==> src/rtl/alu_arbiter_if.sv <==
// Handshake and ALU bus bundle for alu_arbiter: two requesters, the shared ALU, one response.
// The slave modport is the arbiter; the master modport is its environment.
interface alu_arbiter_if #(
    parameter int WIDTH = 32
);
    logic             req0_valid;
    logic             req0_ready;
    logic [4:0]       req0_opcode;
    logic [4:0]       req0_shamt;
    logic [WIDTH-1:0] req0_a;
    logic [WIDTH-1:0] req0_b;

    logic             req1_valid;
    logic             req1_ready;
    logic [4:0]       req1_opcode;
    logic [4:0]       req1_shamt;
    logic [WIDTH-1:0] req1_a;
    logic [WIDTH-1:0] req1_b;

    logic [4:0]       alu_opcode;
    logic [4:0]       alu_shamt;
    logic [WIDTH-1:0] alu_a;
    logic [WIDTH-1:0] alu_b;
    logic [WIDTH-1:0] alu_result;
    logic             alu_ne;
    logic             alu_lt;
    logic             alu_ovf;

    logic             rsp_valid;
    logic             rsp_ready;
    logic             rsp_id;
    logic [WIDTH-1:0] rsp_result;
    logic             rsp_ne;
    logic             rsp_lt;
    logic             rsp_ovf;

    modport slave (
        input  req0_valid, req0_opcode, req0_shamt, req0_a, req0_b,
        output req0_ready,
        input  req1_valid, req1_opcode, req1_shamt, req1_a, req1_b,
        output req1_ready,
        output alu_opcode, alu_shamt, alu_a, alu_b,
        input  alu_result, alu_ne, alu_lt, alu_ovf,
        output rsp_valid, rsp_id, rsp_result, rsp_ne, rsp_lt, rsp_ovf,
        input  rsp_ready
    );

    modport master (
        output req0_valid, req0_opcode, req0_shamt, req0_a, req0_b,
        input  req0_ready,
        output req1_valid, req1_opcode, req1_shamt, req1_a, req1_b,
        input  req1_ready,
        input  alu_opcode, alu_shamt, alu_a, alu_b,
        output alu_result, alu_ne, alu_lt, alu_ovf,
        input  rsp_valid, rsp_id, rsp_result, rsp_ne, rsp_lt, rsp_ovf,
        output rsp_ready
    );
endinterface

==> src/rtl/alu_arbiter.sv <==
// Round-robin sharing of one combinational ALU between two valid/ready requesters,
// with registered operands and a single id-tagged response channel.
module alu_arbiter #(
    parameter int WIDTH     = 32,
    parameter bit LAST_INIT = 1'b1
) (
    input logic        clock,
    input logic        reset,
    alu_arbiter_if.slave bus
);
    typedef enum logic [1:0] {
        IDLE = 2'd0,
        EXEC = 2'd1,
        RESP = 2'd2
    } state_t;

    state_t           state;
    logic             last_grant;
    logic             id_reg;
    logic             grant;
    logic [4:0]       op_reg;
    logic [4:0]       sh_reg;
    logic [WIDTH-1:0] a_reg;
    logic [WIDTH-1:0] b_reg;

    // On a tie the requester that did not win last time is served.
    always_comb begin
        grant = 1'b0;
        if (bus.req0_valid && bus.req1_valid) grant = ~last_grant;
        else if (bus.req1_valid)              grant = 1'b1;
    end

    assign bus.req0_ready = (state == IDLE) && bus.req0_valid && !grant;
    assign bus.req1_ready = (state == IDLE) && bus.req1_valid &&  grant;
    assign bus.rsp_valid  = (state == RESP);

    assign bus.alu_opcode = op_reg;
    assign bus.alu_shamt  = sh_reg;
    assign bus.alu_a      = a_reg;
    assign bus.alu_b      = b_reg;

    always_ff @(posedge clock or negedge reset) begin
        if (!reset) begin
            state          <= IDLE;
            last_grant     <= LAST_INIT;
            id_reg         <= 1'b0;
            op_reg         <= '0;
            sh_reg         <= '0;
            a_reg          <= '0;
            b_reg          <= '0;
            bus.rsp_id     <= 1'b0;
            bus.rsp_result <= '0;
            bus.rsp_ne     <= 1'b0;
            bus.rsp_lt     <= 1'b0;
            bus.rsp_ovf    <= 1'b0;
        end else begin
            case (state)
                IDLE: begin
                    if (bus.req0_valid || bus.req1_valid) begin
                        op_reg     <= grant ? bus.req1_opcode : bus.req0_opcode;
                        sh_reg     <= grant ? bus.req1_shamt  : bus.req0_shamt;
                        a_reg      <= grant ? bus.req1_a      : bus.req0_a;
                        b_reg      <= grant ? bus.req1_b      : bus.req0_b;
                        id_reg     <= grant;
                        last_grant <= grant;
                        state      <= EXEC;
                    end
                end
                EXEC: begin
                    bus.rsp_result <= bus.alu_result;
                    bus.rsp_ne     <= bus.alu_ne;
                    bus.rsp_lt     <= bus.alu_lt;
                    bus.rsp_ovf    <= bus.alu_ovf;
                    bus.rsp_id     <= id_reg;
                    state          <= RESP;
                end
                RESP: begin
                    if (bus.rsp_ready) state <= IDLE;
                end
                default: state <= IDLE;
            endcase
        end
    end
endmodule

==> src/flat_wrapper.sv <==
// flat-port wrapper written by rule: the top's interface ports become plain ports
module alu_arbiter_flat 
#(
    parameter int WIDTH     = 32,
    parameter bit LAST_INIT = 1'b1
)
  (clock, reset, bus_req0_valid, bus_req0_opcode, bus_req0_shamt, bus_req0_a, bus_req0_b, bus_req0_ready, bus_req1_valid, bus_req1_opcode, bus_req1_shamt, bus_req1_a, bus_req1_b, bus_req1_ready, bus_alu_opcode, bus_alu_shamt, bus_alu_a, bus_alu_b, bus_alu_result, bus_alu_ne, bus_alu_lt, bus_alu_ovf, bus_rsp_valid, bus_rsp_id, bus_rsp_result, bus_rsp_ne, bus_rsp_lt, bus_rsp_ovf, bus_rsp_ready);
  alu_arbiter_if #(.WIDTH(WIDTH)) bus_i ();
  input logic clock;
  input logic reset;
  input wire logic [$bits(bus_i.req0_valid)-1:0] bus_req0_valid;
  input wire logic [$bits(bus_i.req0_opcode)-1:0] bus_req0_opcode;
  input wire logic [$bits(bus_i.req0_shamt)-1:0] bus_req0_shamt;
  input wire logic [$bits(bus_i.req0_a)-1:0] bus_req0_a;
  input wire logic [$bits(bus_i.req0_b)-1:0] bus_req0_b;
  output wire logic [$bits(bus_i.req0_ready)-1:0] bus_req0_ready;
  input wire logic [$bits(bus_i.req1_valid)-1:0] bus_req1_valid;
  input wire logic [$bits(bus_i.req1_opcode)-1:0] bus_req1_opcode;
  input wire logic [$bits(bus_i.req1_shamt)-1:0] bus_req1_shamt;
  input wire logic [$bits(bus_i.req1_a)-1:0] bus_req1_a;
  input wire logic [$bits(bus_i.req1_b)-1:0] bus_req1_b;
  output wire logic [$bits(bus_i.req1_ready)-1:0] bus_req1_ready;
  output wire logic [$bits(bus_i.alu_opcode)-1:0] bus_alu_opcode;
  output wire logic [$bits(bus_i.alu_shamt)-1:0] bus_alu_shamt;
  output wire logic [$bits(bus_i.alu_a)-1:0] bus_alu_a;
  output wire logic [$bits(bus_i.alu_b)-1:0] bus_alu_b;
  input wire logic [$bits(bus_i.alu_result)-1:0] bus_alu_result;
  input wire logic [$bits(bus_i.alu_ne)-1:0] bus_alu_ne;
  input wire logic [$bits(bus_i.alu_lt)-1:0] bus_alu_lt;
  input wire logic [$bits(bus_i.alu_ovf)-1:0] bus_alu_ovf;
  output wire logic [$bits(bus_i.rsp_valid)-1:0] bus_rsp_valid;
  output wire logic [$bits(bus_i.rsp_id)-1:0] bus_rsp_id;
  output wire logic [$bits(bus_i.rsp_result)-1:0] bus_rsp_result;
  output wire logic [$bits(bus_i.rsp_ne)-1:0] bus_rsp_ne;
  output wire logic [$bits(bus_i.rsp_lt)-1:0] bus_rsp_lt;
  output wire logic [$bits(bus_i.rsp_ovf)-1:0] bus_rsp_ovf;
  input wire logic [$bits(bus_i.rsp_ready)-1:0] bus_rsp_ready;
  assign bus_i.req0_valid = bus_req0_valid;
  assign bus_i.req0_opcode = bus_req0_opcode;
  assign bus_i.req0_shamt = bus_req0_shamt;
  assign bus_i.req0_a = bus_req0_a;
  assign bus_i.req0_b = bus_req0_b;
  assign bus_req0_ready = bus_i.req0_ready;
  assign bus_i.req1_valid = bus_req1_valid;
  assign bus_i.req1_opcode = bus_req1_opcode;
  assign bus_i.req1_shamt = bus_req1_shamt;
  assign bus_i.req1_a = bus_req1_a;
  assign bus_i.req1_b = bus_req1_b;
  assign bus_req1_ready = bus_i.req1_ready;
  assign bus_alu_opcode = bus_i.alu_opcode;
  assign bus_alu_shamt = bus_i.alu_shamt;
  assign bus_alu_a = bus_i.alu_a;
  assign bus_alu_b = bus_i.alu_b;
  assign bus_i.alu_result = bus_alu_result;
  assign bus_i.alu_ne = bus_alu_ne;
  assign bus_i.alu_lt = bus_alu_lt;
  assign bus_i.alu_ovf = bus_alu_ovf;
  assign bus_rsp_valid = bus_i.rsp_valid;
  assign bus_rsp_id = bus_i.rsp_id;
  assign bus_rsp_result = bus_i.rsp_result;
  assign bus_rsp_ne = bus_i.rsp_ne;
  assign bus_rsp_lt = bus_i.rsp_lt;
  assign bus_rsp_ovf = bus_i.rsp_ovf;
  assign bus_i.rsp_ready = bus_rsp_ready;
  alu_arbiter #(.WIDTH(WIDTH), .LAST_INIT(LAST_INIT)) u_core (.clock(clock), .reset(reset), .bus(bus_i));
endmodule
==> config.mk <==
export PLATFORM = sky130hd
export DESIGN_NAME = alu_arbiter_flat
export DESIGN_NICKNAME = d
export VERILOG_FILES = /design/src/rtl/alu_arbiter_if.sv /design/src/rtl/alu_arbiter.sv /design/src/flat_wrapper.sv
export SDC_FILE = /design/constraint.sdc
export NUM_CORES = 1
export LEC_CHECK = 0
export BUFFER_PORTS_ARGS = -buffer_cell sky130_fd_sc_hd__buf_4
export CAP_MARGIN = 10
export CORE_AREA = 2 2 116 118
export DETAILED_ROUTE_END_ITERATION = 10
export DIE_AREA = 0 0 118 120
export PLACE_DENSITY = 0.82
export RECOVER_POWER = 25
export REMOVE_ABC_BUFFERS = 1
export SYNTH_ARGS = -nofsm -noshare
export SYNTH_HDL_FRONTEND = slang
export SYNTH_SLANG_ARGS = --single-unit
==> constraint.sdc <==
create_clock -name clock -period 3.15 [get_ports clock]
set_input_delay 0.945 -clock clock [delete_from_list [all_inputs] [get_ports clock]]
set_output_delay 0.945 -clock clock [all_outputs]
set_load 0.05 [all_outputs]
==> results_dict.tcl <==
set metrics [dict create \
    fin_nets 825 \
    hpwl_um 10500 \
    setup_viol 0 \
    port-buffer-count 300 \
    grt_pass1_wl_um 22300 \
    fin_crit_sh_pct 85.0 \
    finalHoldViolations 0 \
    cts-resized-gates 0 \
    drc 0 \
    cts_tree "yes" \
    netlist_area_mm2 0.00540 \
    ant_nets 0 \
    slew_headroom_pct 13.1 \
    hold_buffers 0 \
    fin_crit_ps 2680 \
    cts_setup_buffers 0 \
    vdd_drop_max_mv 0.717 \
    cp_max_fo 4 \
    p_leak_nw 4.15 \
    wirelength_um 14000 \
    clk_latency_ps 400 \
    cp_num_buf_inv 2 \
    clock-skew-final_ps 5.00 \
    cts_buffers 17 \
    clock-sinks 114 \
    arrival_ps 1730 \
    critPathLaunchType "input port" \
    outcome "finished, final reports clean" \
    start_util_pct 41.6 \
    crit_type "in -> out" \
    worstPathCellList "buf_4 -> a21bo_4 -> nor3_1 -> buf_4" \
    dp_slack_ps 466 \
    wire_per_inst_um 17.0 \
    synth.avg_cell_area_um2 16.2 \
    hold_class "reg -> reg" \
    fillers 957 \
    fin_ws_ps 473 \
    powerDensity_mw_per_mm2 1270 \
    yosysUniqueCellTypes 18 \
    critPathTopFamily "buffers and inverters" \
    drive_above_1_share_pct 80.3 \
    required_ps 2200 \
    area_growth_pct 55.5 \
    stdcell_count 826 \
    grt_pass1_vias 4490 \
    core_area_mm2 0.0130 \
    cp-end-kind "output pin" \
    num_antenna_cells 0 \
    grt_overflow_total 0 \
    worst_slew_pin_slew_ps 1300 \
    antenna_found_initial 0 \
    dr.pass1.iters 4 \
    crit_top_cell "buf_4" \
    fmax_mhz 373 \
    ys_warn_count 0 \
    maxSlewViolCount 0 \
    cts.path.max_buffers 2 \
    netlist_instances 333 \
    drt_iter0_markers 161 \
    slowest_delay_ps 240 \
    rsz0062_at_grt "false" \
    die_area_mm2 0.0142 \
    num_rows 42 \
    final_cell_mix "301 x buf_4, 115 x mux2_2, 113 x dfrtp_1" \
    yosysSeqAreaShare_pct 52.8 \
    track_usage_pct 20.2 \
    die_h_um 120 \
    clk_pin_slew_ps 50 \
    cts-htree-levels 4 \
    maxCapViolCount 0 \
    fin_util_pct 64.7 \
    io_pins 301 \
    cp_slowest_cell "buf_4" \
    die_x_um 118 \
    ys_ff_latch 114 \
    routabilityCongestion 0.798 \
    clockRootBuffer "clkbuf_16" \
    vias_per_cell 4.76 \
    grt_start_max_net_pins 77 \
    via_count 3935 \
    final_common_cell "buf_4" \
    dp.cells 794 \
]
==> metal layers <==
metal  GRT usage, %  vias to the layer above  share of wire [%]
met5              0                        -                  0
met4           9.64                        0                2.9
met3           5.94                       29                6.3
met2           37.6                      166                 55
met1           20.8                     1929                 35
li1               -                     1811                  -
==> kinds of logic (layout without fill, tap and decap cells) <==
group	Yosys count	in the layout	share of synthesized area [%]
compound gates	7	7	0.926
buf+inv	22	339	2.73
flops	114	114	52.8
mux	183	183	42.9
simple gates	7	7	0.648
==> cells in the mapped netlist, drive strengths merged <==
cell type	instances	area, µm²
a21bo	2	20.0
and3	1	6.26
buf	19	136
clkbuf	1	3.75
dfrtp	113	2830
dfstp	1	26.3
inv	2	7.51
mux2	183	2320
nand2	2	7.51
nand2b	2	12.5
nor2	1	3.75
nor3	1	5.00
o21a	1	7.51
o21ai	3	15.0
o21bai	1	7.51
==> final timing paths <==
| kind | startpoint | to | slack [ps] | cells after the start |
|---|---|---|---|---|
| max in group asynchronous | reset | u_core.id_reg$_DFFE_PN0P_ | 740 | 2 |
| hold / removal | u_core.bus.rsp_id$_DFFE_PN0N_ | u_core.bus.rsp_id$_DFFE_PN0N_ | 480 | 2 |
| min in group asynchronous | reset | u_core.bus.rsp_result[20]$_DFFE_PN0N_ | 810 | 1 |
| setup / recovery | bus_req0_valid | bus_req1_ready | 470 | 4 |
| setup reg to reg | u_core.last_grant$_DFFE_PN1P_ | u_core.bus.alu_a[11]$_DFFE_PN0P_ | 1200 | 4 |
| hold reg to reg | u_core.bus.rsp_id$_DFFE_PN0N_ | u_core.bus.rsp_id$_DFFE_PN0N_ | 480 | 2 |
==> worst min-delay path: stages, from the launching register on <==
cell and delay [ps]:
dfrtp_1 340, nand2_1 50, o21ai_0 60
==> layout make-up <==
cell class,instances,area [µm²],share of cell area (%)
flip-flops and latches,114,2850,34.0
multi-input cells,197,2410,28.7
repair buffers,305,2310,27.5
clock buffers,18,429,5.11
well taps,176,220,2.62
clock inverters,14,164,1.95
inverters,2,7.51,0.0894
==> where the power goes <==
| part | switching (mW) | total (mW) | internal, mW |
|---|---|---|---|
| sequential | 0.435 | 2.68 | 2.24 |
| clock | 0.671 | 1.91 | 1.24 |
| combinational | 3.76 | 6.09 | 2.33 |
==> metrics by stage <==
step	setup TNS [ps]	area [µm²]	hold slack [ps]	total power, mW
finish	0	8400	484	10.7
global route	0	8400	516	11.1
CTS	0	8420	432	10.8
detailed placement	0	7820	477	8.82
global placement	0	7820	468	8.69
floorplan	-34960	5260	493	7.00
Note: power is estimated with default switching activity, not from simulation.
